==> config.mk <==
export PLATFORM = sky130hd
export DESIGN_NAME = fb_pixel_sink
export DESIGN_NICKNAME = d
export VERILOG_FILES = /design/src/rtl/fb_pixel_sink.sv
export SDC_FILE = /design/constraint.sdc
export NUM_CORES = 1
export LEC_CHECK = 0
export ABC_AREA = 1
export BUFFER_PORTS_ARGS = -buffer_cell sky130_fd_sc_hd__buf_2
export CAP_MARGIN = 20
export CORE_MARGIN = 2
export CORE_UTILIZATION = 35
export DETAILED_ROUTE_END_ITERATION = 8
export GPL_TIMING_DRIVEN = 0
export PLACE_DENSITY = 0.59
export SLEW_MARGIN = 10
export SYNTH_ARGS = -nofsm -noshare
export SYNTH_HDL_FRONTEND = slang
export SYNTH_SLANG_ARGS = --single-unit
==> constraint.sdc <==
create_clock -name clk -period 3.36 [get_ports clk]
set_input_delay 0.672 -clock clk [delete_from_list [all_inputs] [get_ports clk]]
set_output_delay 0.672 -clock clk [all_outputs]
set_load 0.005 [all_outputs]
==> src/rtl/fb_pixel_sink.sv <==
// Clips rasterizer pixels, maps them to linear framebuffer addresses and queues them for the RAM write port.
// Latency is 2 cycles from pixel to mem_we; the FIFO absorbs mem_ready stalls and drops pixels only when it is full.

// Generic single-clock FIFO that shows its head combinationally and exports its occupancy.
// No internal overflow guard: the caller pushes into a full FIFO only when it pops in the same cycle.
module fb_pixel_fifo #(
    parameter int W     = 39,
    parameter int DEPTH = 8,
    localparam int AW   = $clog2(DEPTH)
) (
    input  logic          clk,
    input  logic          reset,
    input  logic          push,
    input  logic [W-1:0]  push_dat,
    input  logic          pop,
    output logic [W-1:0]  head_dat,
    output logic [AW:0]   count
);
    logic [W-1:0]  store [DEPTH];
    logic [AW-1:0] wr_ptr;
    logic [AW-1:0] rd_ptr;

    always_ff @(posedge clk or negedge reset) begin
        if (!reset) begin
            wr_ptr <= '0;
            rd_ptr <= '0;
            count  <= '0;
        end else begin
            if (push) wr_ptr <= wr_ptr + 1'b1;
            if (pop)  rd_ptr <= rd_ptr + 1'b1;
            case ({push, pop})
                2'b10:   count <= count + 1'b1;
                2'b01:   count <= count - 1'b1;
                default: count <= count;
            endcase
        end
    end

    always_ff @(posedge clk) begin
        if (push) store[wr_ptr] <= push_dat;
    end

    assign head_dat = store[rd_ptr];
endmodule

// Pixel sink top: clip, address, FIFO, registered write stage and done tracking.
// frame_done pulses the cycle after the final write handshake; stall warns upstream at DEPTH-2 entries.
module fb_pixel_sink #(
    parameter int WIDTH  = 160,
    parameter int HEIGHT = 120,
    parameter int ADDR_W = 15,
    parameter int DEPTH  = 8
) (
    input  logic              clk,
    input  logic              reset,
    input  logic              pixel_valid,
    input  logic [7:0]        px,
    input  logic [7:0]        py,
    input  logic [23:0]       pixel_color,
    input  logic              shape_done,
    output logic              stall,
    output logic              mem_we,
    output logic [ADDR_W-1:0] mem_addr,
    output logic [23:0]       mem_wdata,
    input  logic              mem_ready,
    output logic              busy,
    output logic              frame_done,
    output logic              overflow,
    output logic [15:0]       clip_count
);
    localparam int AW = $clog2(DEPTH);
    localparam int CW = AW + 1;
    localparam int EW = ADDR_W + 24;

    typedef enum logic {IDLE, FLUSH} state_t;

    state_t            state;
    state_t            state_next;
    logic              fire;
    logic              in_bounds;
    logic [ADDR_W-1:0] pix_addr;
    logic              push_req;
    logic              push;
    logic              pop;
    logic              fifo_full;
    logic              fifo_empty;
    logic [CW-1:0]     count;
    logic [CW-1:0]     count_next;
    logic [EW-1:0]     head_dat;
    logic              mem_we_next;
    logic              drained_next;

    assign in_bounds = (32'(px) < 32'(WIDTH)) && (32'(py) < 32'(HEIGHT));
    assign pix_addr  = ADDR_W'(32'(py) * 32'(WIDTH) + 32'(px));
    assign push_req  = pixel_valid && in_bounds;

    assign fifo_empty = (count == '0);
    assign fifo_full  = (count == CW'(DEPTH));
    // Refill the write stage whenever it is empty or its current write completes.
    assign pop        = !fifo_empty && (!mem_we || mem_ready);
    assign push       = push_req && (!fifo_full || pop);

    fb_pixel_fifo #(.W(EW), .DEPTH(DEPTH)) u_fifo (
        .clk      (clk),
        .reset    (reset),
        .push     (push),
        .push_dat ({pix_addr, pixel_color}),
        .pop      (pop),
        .head_dat (head_dat),
        .count    (count)
    );

    always_comb begin
        count_next = count;
        if (push && !pop)      count_next = count + 1'b1;
        else if (!push && pop) count_next = count - 1'b1;
    end

    assign mem_we_next  = pop || (mem_we && !mem_ready);
    // Looking at post-edge state orders a coincident pixel ahead of its done.
    assign drained_next = (count_next == '0) && !mem_we_next;

    always_comb begin
        state_next = state;
        fire       = 1'b0;
        case (state)
            IDLE: begin
                if (shape_done) begin
                    if (drained_next) fire = 1'b1;
                    else              state_next = FLUSH;
                end
            end
            FLUSH: begin
                if (drained_next) begin
                    fire       = 1'b1;
                    state_next = IDLE;
                end
            end
            default: state_next = IDLE;
        endcase
    end

    always_ff @(posedge clk or negedge reset) begin
        if (!reset) state <= IDLE;
        else        state <= state_next;
    end

    always_ff @(posedge clk or negedge reset) begin
        if (!reset) begin
            frame_done <= 1'b0;
            stall      <= 1'b0;
            busy       <= 1'b0;
            overflow   <= 1'b0;
            clip_count <= '0;
            mem_we     <= 1'b0;
            mem_addr   <= '0;
            mem_wdata  <= '0;
        end else begin
            frame_done <= fire;
            stall      <= (count_next >= CW'(DEPTH - 2));
            busy       <= (count_next != '0) || mem_we_next || (state_next == FLUSH);
            if (push_req && !push) overflow <= 1'b1;
            if (pixel_valid && !in_bounds && clip_count != 16'hFFFF)
                clip_count <= clip_count + 16'd1;
            if (pop) begin
                mem_we                <= 1'b1;
                {mem_addr, mem_wdata} <= head_dat;
            end else if (mem_we && mem_ready) begin
                mem_we <= 1'b0;
            end
        end
    end
endmodule

; Yosys cells after proc, flatten, opt, wreduce, memory -nomap -nowiden
; Memories as Yosys holds them, arrays and structs flattened. A register that Yosys moved wholly into a read port is not among the register bits.
; Index checks and enable logic that the tools add are counted.
[word_totals]
ff_bits = 32
ramBits = 312
input_bits = 45
output_inout_bits = 60
memories = 1
[classes]
addsub = 6
n_mul = 1
order_cmp = 3
n_eq_ne = 4
muxes = 13
n_bitwise = 1
n_reduce_logical = 31
[memory_table]
columns = name, words, word_bits, read_ports, rd_ports_with_merged_regs, write_ports, line_no
row1 = u_fifo.store, 8, 39, 1, 1, 1, 19  ; logic [W-1:0] store [DEPTH];
[op_table]
columns = cell, n
row1 = $add A16 B1 Y16 const B, 1
row2 = $ne A16 B16 Y1 const B, 1
row3 = $add A15 B8 Y15, 1
row4 = $logic_and A1 B1 Y1, 12
row5 = $mul A8 B3 Y10 const B, 1
row6 = $logic_not A1 Y1, 9
row7 = $logic_not A4 Y1, 2
row8 = $lt A8 B7 Y1 const B, 1
row9 = $lt A8 B8 Y1 const B, 1
row10 = $mux W1, 8
row11 = $mux W4, 2
row12 = $pmux W4 S2, 1
row13 = $add A3 B1 Y3 const B, 2
row14 = $logic_or A1 B1 Y1, 5
row15 = $add A4 B1 Y4 const B, 1
row16 = $eq A4 B4 Y1 const B, 1
row17 = $ge A4 B3 Y1 const B, 1
row18 = $pmux W1 S2, 2
row19 = $reduce_bool A2 Y1, 2
row20 = $reduce_bool A4 Y1, 1
row21 = $sub A4 B1 Y4 const B, 1
row22 = $eq A2 B1 Y1 const B, 1
row23 = $eq A2 B2 Y1 const B, 1
row24 = $not A1 Y1, 1

; Depth between registers and ports, before layout
[depth]
depth_word = 15
depth_mapped = 16
ltp_nobuf = 16

; Hierarchy
; From an unflattened synthesis, not the netlist that was laid out.
[unflattened]
hier_cells = 1342
area_unflattened_um2 = 15950.3
[modules_own_cells]
columns = mod, n_inst, cells_per_inst, area_each_um2, seq_area_each_um2
row1 = fb_pixel_fifo, 1, 955, 12694.7, 9619.2
row2 = fb_pixel_sink, 1, 387, 3255.6, 1526.5

; Worst setup path before layout
; OpenSTA, ideal clock, no wires.
[synth_timing]
kind = input-to-reg
from = in px[6]
to = mem u_fifo.store[1][0], enable pin
t_arrival_ps = 2976
t_required_ps = 2925
setup_slack_ps = -51
stages = 5
n_path_buf = 0
cell_sequence = o21ai_1 nand3_2 nor3_4 nand2_1 nor2_1
[synth_via]
elab_chain_cells = 6
[synth_rtl]
columns = item, line_no
row1 = start: declaration, 57  ; input logic [7:0] px,
row2 = $lt A8 B8 Y1, 93  ; assign in_bounds = (32'(px) < 32'(WIDTH)) && (32'(py) < 32'(HEIGHT));
row3 = $logic_and A1 B1 Y1, 93
row4 = $logic_and A1 B1 Y1, 95  ; assign push_req = pixel_valid && in_bounds;
row5 = $logic_and A1 B1 Y1, 101  ; assign push = push_req && (!fifo_full || pop);
row6 = named net push, 83  ; logic push;
row7 = $mux W1, 40  ; if (push) store[wr_ptr] <= push_dat;
row8 = $mux W1 (not written as such), 40
row9 = end: declaration, 19
; The timed path passes the listed nets, and every way through them passes these cells.

; Worst setup path after layout
[layout_timing]
from = reg u_fifo.count[0]
to = reg frame_done
[layout_via]
elab_chain_cells = 14
word_cells_on_any_way = 22
classes_between = add/sub: 2 / eq/ne: 1 / mux: 5 / reduce/logical: 14
[layout_rtl]
columns = item, line_no
row1 = start: declaration, 17  ; output logic [AW:0] count
row2 = start signal: assignment, 32  ; 2'b10: count <= count + 1'b1;
row3 = start signal: assignment, 33  ; 2'b01: count <= count - 1'b1;
row4 = start signal: assignment, 34  ; default: count <= count;
row5 = $logic_not A4 Y1, 97  ; assign fifo_empty = (count == '0);
row6 = $logic_not A1 Y1, 100  ; assign pop = !fifo_empty && (!mem_we || mem_ready);
row7 = $logic_and A1 B1 Y1, 100
row8 = $logic_or A1 B1 Y1, 101
row9 = $logic_and A1 B1 Y1, 101
row10 = $logic_not A1 Y1, 116  ; else if (!push && pop) count_next = count - 1'b1;
row11 = $logic_and A1 B1 Y1, 116
row12 = $mux W4, 116
row13 = $mux W4, 115  ; if (push && !pop) count_next = count + 1'b1;
row14 = $logic_not A4 Y1, 121  ; assign drained_next = (count_next == '0) && !mem_we_next;
row15 = $logic_and A1 B1 Y1 *, 121
row16 = $mux W1 *, "129, 134"
row17 = $mux W1, 128  ; if (shape_done) begin
row18 = $pmux W1 S2 *, 126  ; case (state)
row19 = named net fire, 79  ; logic fire;
row20 = end signal: assignment, 159  ; frame_done <= fire;
row21 = end: declaration, 67  ; output logic frame_done,
; The timed path passes the listed nets; every way through them passes the cells marked *.
; A chain may end at the register's enable or synchronous reset.

==> flow_metrics.py <==
metrics = {
    "worst_setup_path": {
        "path_cells": "inv_1 > ha_1 > nand3_2 > nand2_4 > clkdlybuf4s15_1 > ha_1 > inv_1 > nand2_1 > o21ai_0 > nor2_1 > nand2_1 > nor2_1 > nand2_1 > nor2_1",
        "path_class": "reg -> reg",
        "end_kind": "register",
        "path_delay_family": "buffers and inverters",
        "crit_fanout": 10,
        "critPathBufInv": 3,
        "startpoint_type": "register",
        "cp_slowest_stage_delay_ns": 0.71,
        "arrival_ns": 3.51,
        "critPathRequiredTime_ns": 3.84,
        "slowest_stage": "clkdlybuf4s15_1",
    },
    "drt": {
        "ant_nets": 0,
        "routed.top_layer": "met4",
        "wl_per_cell_um": 19.7,
        "route.met2.wl_um": 20300,
        "drc": 0,
        "dr.first_iter.drc_count": 849,
        "routed_wl_um": 41100,
        "vias_per_cell": 5.06,
        "wl_met1_um": 17800,
        "wl_met3_um": 2180,
        "drt-pass1-iter-count": 5,
        "vias": 10600,
    },
    "place": {
        "port_buffers": 104,
        "dp_hpwl_um": 26900,
        "dp.cells": 2013,
        "placedInstanceArea_um2": 17400,
        "gp_routability_congestion": 0.802,
        "pre_cts_ws_ns": -0.00901,
    },
    "hold_path": {
        "min_path_type": "in -> async",
    },
    "timing": {
        "drv_slew": 0,
        "tightest_slew_ns": 0.835,
        "rsz0062_at_grt": "false",
        "setup_viol": 0,
        "hold_viol_final": 0,
        "finalCriticalPeriod_ns": 3.03,
        "fin_skew_ns": 0.0189,
        "fmax_mhz": 330,
        "fin_ws_ns": 0.332,
        "relSlewSlack_pct": 44.3,
        "fin_crit_sh_pct": 90.1,
        "fin_tns_setup_ns": 0,
    },
    "cells_and_area": {
        "stdcell_count": 2087,
        "design_area_um2": 18800,
        "num-fill-cells": 4227,
        "syn_to_final_growth_pct": 18.2,
        "num_antenna_cells": 0,
        "multi_input_area_um2": 4220,
        "post_route_cells_drive_above_1_share_pct": 16.8,
        "num-nets-final": 1527,
        "ff_latch_area_um2": 11100,
    },
    "clocking": {
        "cts-htree-levels": 2,
        "numCtsBuffers": 40,
        "post_cts_buffers": 0,
        "clk_path_buf_depth": 3,
        "clock_latency_ns": 0.55,
        "root_buffer": "clkbuf_16",
        "path_clk_slew_ns": 0.06,
        "clock_sinks": 383,
        "cts_tree": "done",
    },
    "synth": {
        "synthDistinctLibCells": 38,
        "synth_area_um2": 15900,
        "synth_top_family_by_area": "simple AND/OR/NAND/NOR gates",
        "synth_area_per_cell_um2": 12.2,
        "yosysSeqAreaShare_pct": 70.2,
        "ys_ff_latch": 383,
        "synthSimpleGateAreaFrac_pct": 12.3,
        "synthAdderAreaFrac_pct": 2.22,
        "synth_compound_area_share_pct": 10.4,
        "yosys.area.top_type": "edfxtp_1",
        "synth_warnings": 0,
        "yosys-top-cells-area": "edfxtp_1 (59%), dfrtp_1 (11%), nor2_1 (4.9%)",
        "synth.mux.area_fraction_pct": 0,
        "yosysTopAreaCellShare_pct": 59.0,
        "syn_inst": 1299,
        "synth_xor_xnor_area_share_pct": 1.32,
        "synth_nets": 1371,
    },
    "power": {
        "switching_share_pct": 35.9,
        "p_seq_share_pct": 38.6,
        "power_mw": 15.6,
        "comb_power_share_pct": 32.6,
        "internal_power_mw": 10.0,
        "p_leak_nw": 6.92,
        "peakVddDrop_v": 0.000421,
        "power_frac_clock_pct": 28.9,
        "power.switching_mw": 5.61,
        "pwr_density_cell_nw_per_um2": 833,
    },
    "floorplanning": {
        "die_h_um": 217,
        "die_area_um2": 47100,
        "die_w_um": 217,
        "io_pins": 105,
        "core.rowCount": 78,
        "floorplan.initialDensity_pct": 35.2,
        "core-area_um2": 45100,
    },
    "outcome": {
        "outcome": "complete, no violations",
    },
    "flow_run": {
        "drv_cap": 0,
    },
    "global_route": {
        "grt_max_degree": 49,
        "grt.total_usage_pct": 17.5,
        "grt_pass1_wl_um": 63200,
        "grt-ovfl-total": 0,
        "grt_pass1_vias": 10600,
        "antenna_found_initial": 0,
    },
}
what timing repair did:
item / 4_1_cts / 5_1_grt
hold buffers: 0 / 0
endpoints found under the setup margin: 0 / 1
resized for setup: 0 / 2
power groups by stage:
stage | Sequential (mW) | Combinational (mW) | Clock, mW
floorplan | 6.13 | 3.05 | 0
global placement | 6.13 | 4.99 | 0
detailed placement | 6.13 | 5.14 | 0
CTS | 6.04 | 5.17 | 4.58
global route | 6.10 | 5.69 | 4.76
finish | 6.03 | 5.09 | 4.51
routing by layer:
metal / up-vias / GRT usage, %
met5: - / 0
met4: 0 / 5.48
met3: 66 / 2.81
met2: 295 / 29.7
met1: 5210 / 23.1
li1: 4991 / -
cell families (layout without fill, tap and decap cells):
| group | count (synthesis) | after routing |
|---|---|---|
| buf+inv | 121 | 309 |
| fa+ha+maj | 27 | 27 |
| compound gates | 270 | 270 |
| flops | 383 | 383 |
| xor+xnor | 24 | 24 |
| simple gates | 474 | 474 |
sequential cells by signal (all words and copies together), names as in the netlist, 3 cells and up:
| name | flops |
|---|---|
| u_fifo.store | 312 |
| mem_wdata | 24 |
| clip_count | 16 |
| mem_addr | 15 |
| u_fifo.count | 4 |
| u_fifo.rd_ptr | 3 |
| u_fifo.wr_ptr | 3 |
path summary, 6_finish.rpt:
path                       cells after the start                        start                         to  slack, ns
setup / recovery                              14  u_fifo.count[0]$_DFFE_PN0P_       frame_done$_DFF_PN0_       0.33
hold / removal                                 1                        reset    mem_addr[3]$_DFFE_PN0P_       0.05
setup reg to reg                              14  u_fifo.count[0]$_DFFE_PN0P_       frame_done$_DFF_PN0_       0.33
hold reg to reg                                1         overflow$_DFFE_PN0P_       overflow$_DFFE_PN0P_       0.47
max in group asynchronous                      2                        reset  mem_wdata[14]$_DFFE_PN0P_       2.70
min in group clk                               3                   shape_done       frame_done$_DFF_PN0_       0.38
synth_stat cells, drive strengths merged:
master and instances:
dfrtp 71, clkbuf 26, a22oi 1, nand4 6
o22ai 1, o21ai 176, a211oi 1, and3 1
buf 43, nor3 5, xor2 14, nand2 182
inv 52, ha 25, or2 1, o211ai 21
edfxtp 312, nor2 214, o221ai 58, a21o 1
nand3 64, fa 2, nand3b 1, xnor2 10
a21oi 11
cell type report:
class,instances,share of cell area (%)
Buffer,69,1.97
Clock buffer,50,5.64
Clock inverter,24,1.52
Inverter,52,1.05
Multi-Input combinational cell,795,22.5
Sequential cell,383,59.4
Tap cell,600,4.00
Timing Repair Buffer,114,3.97
metrics by stage:
step	utilization [%]	hold slack (ns)
after detailed placement	38.7	0.461
after CTS	41.6	0.0451
final	41.6	0.0465
after global routing	41.6	0.0595
after floorplan	-	0.376
after global placement	38.0	0.462
placed cells by master, fill, tap and decap left out, types with 3 or more instances in the layout:
master      count
edfxtp_1      312
buf_16          3
inv_1          47
nand4_1         6
o21ai_1        64
clkbuf_1       33
bufinv_16       5
nand3_1        60
xnor2_1        10
clkinvlp_4      3
buf_2         136
buf_6           7
o21ai_2         5
o211ai_1       21
inv_2           4
dfrtp_1        71
o221ai_1       58
clkbuf_16      40
nor2_1        204
clkinv_2        7
nand2_1       180
buf_4           4
buf_12          7
clkinv_1        4
xor2_1         14
nor2_4          8
a21oi_1        10
o21ai_0       107
nand3_2         4
ha_1           25
worst register-to-register path, delay by kind of cell (launching register included):
family | cells | cell delay (ns)
DFF | 1 | 0.41
and+or+nand+nor | 8 | 0.82
buffers and inverters | 3 | 0.99
adders and majority gates | 2 | 0.65
AOI/OAI and AO/OA | 1 | 0.09
(Power assumes the default switching activity.)
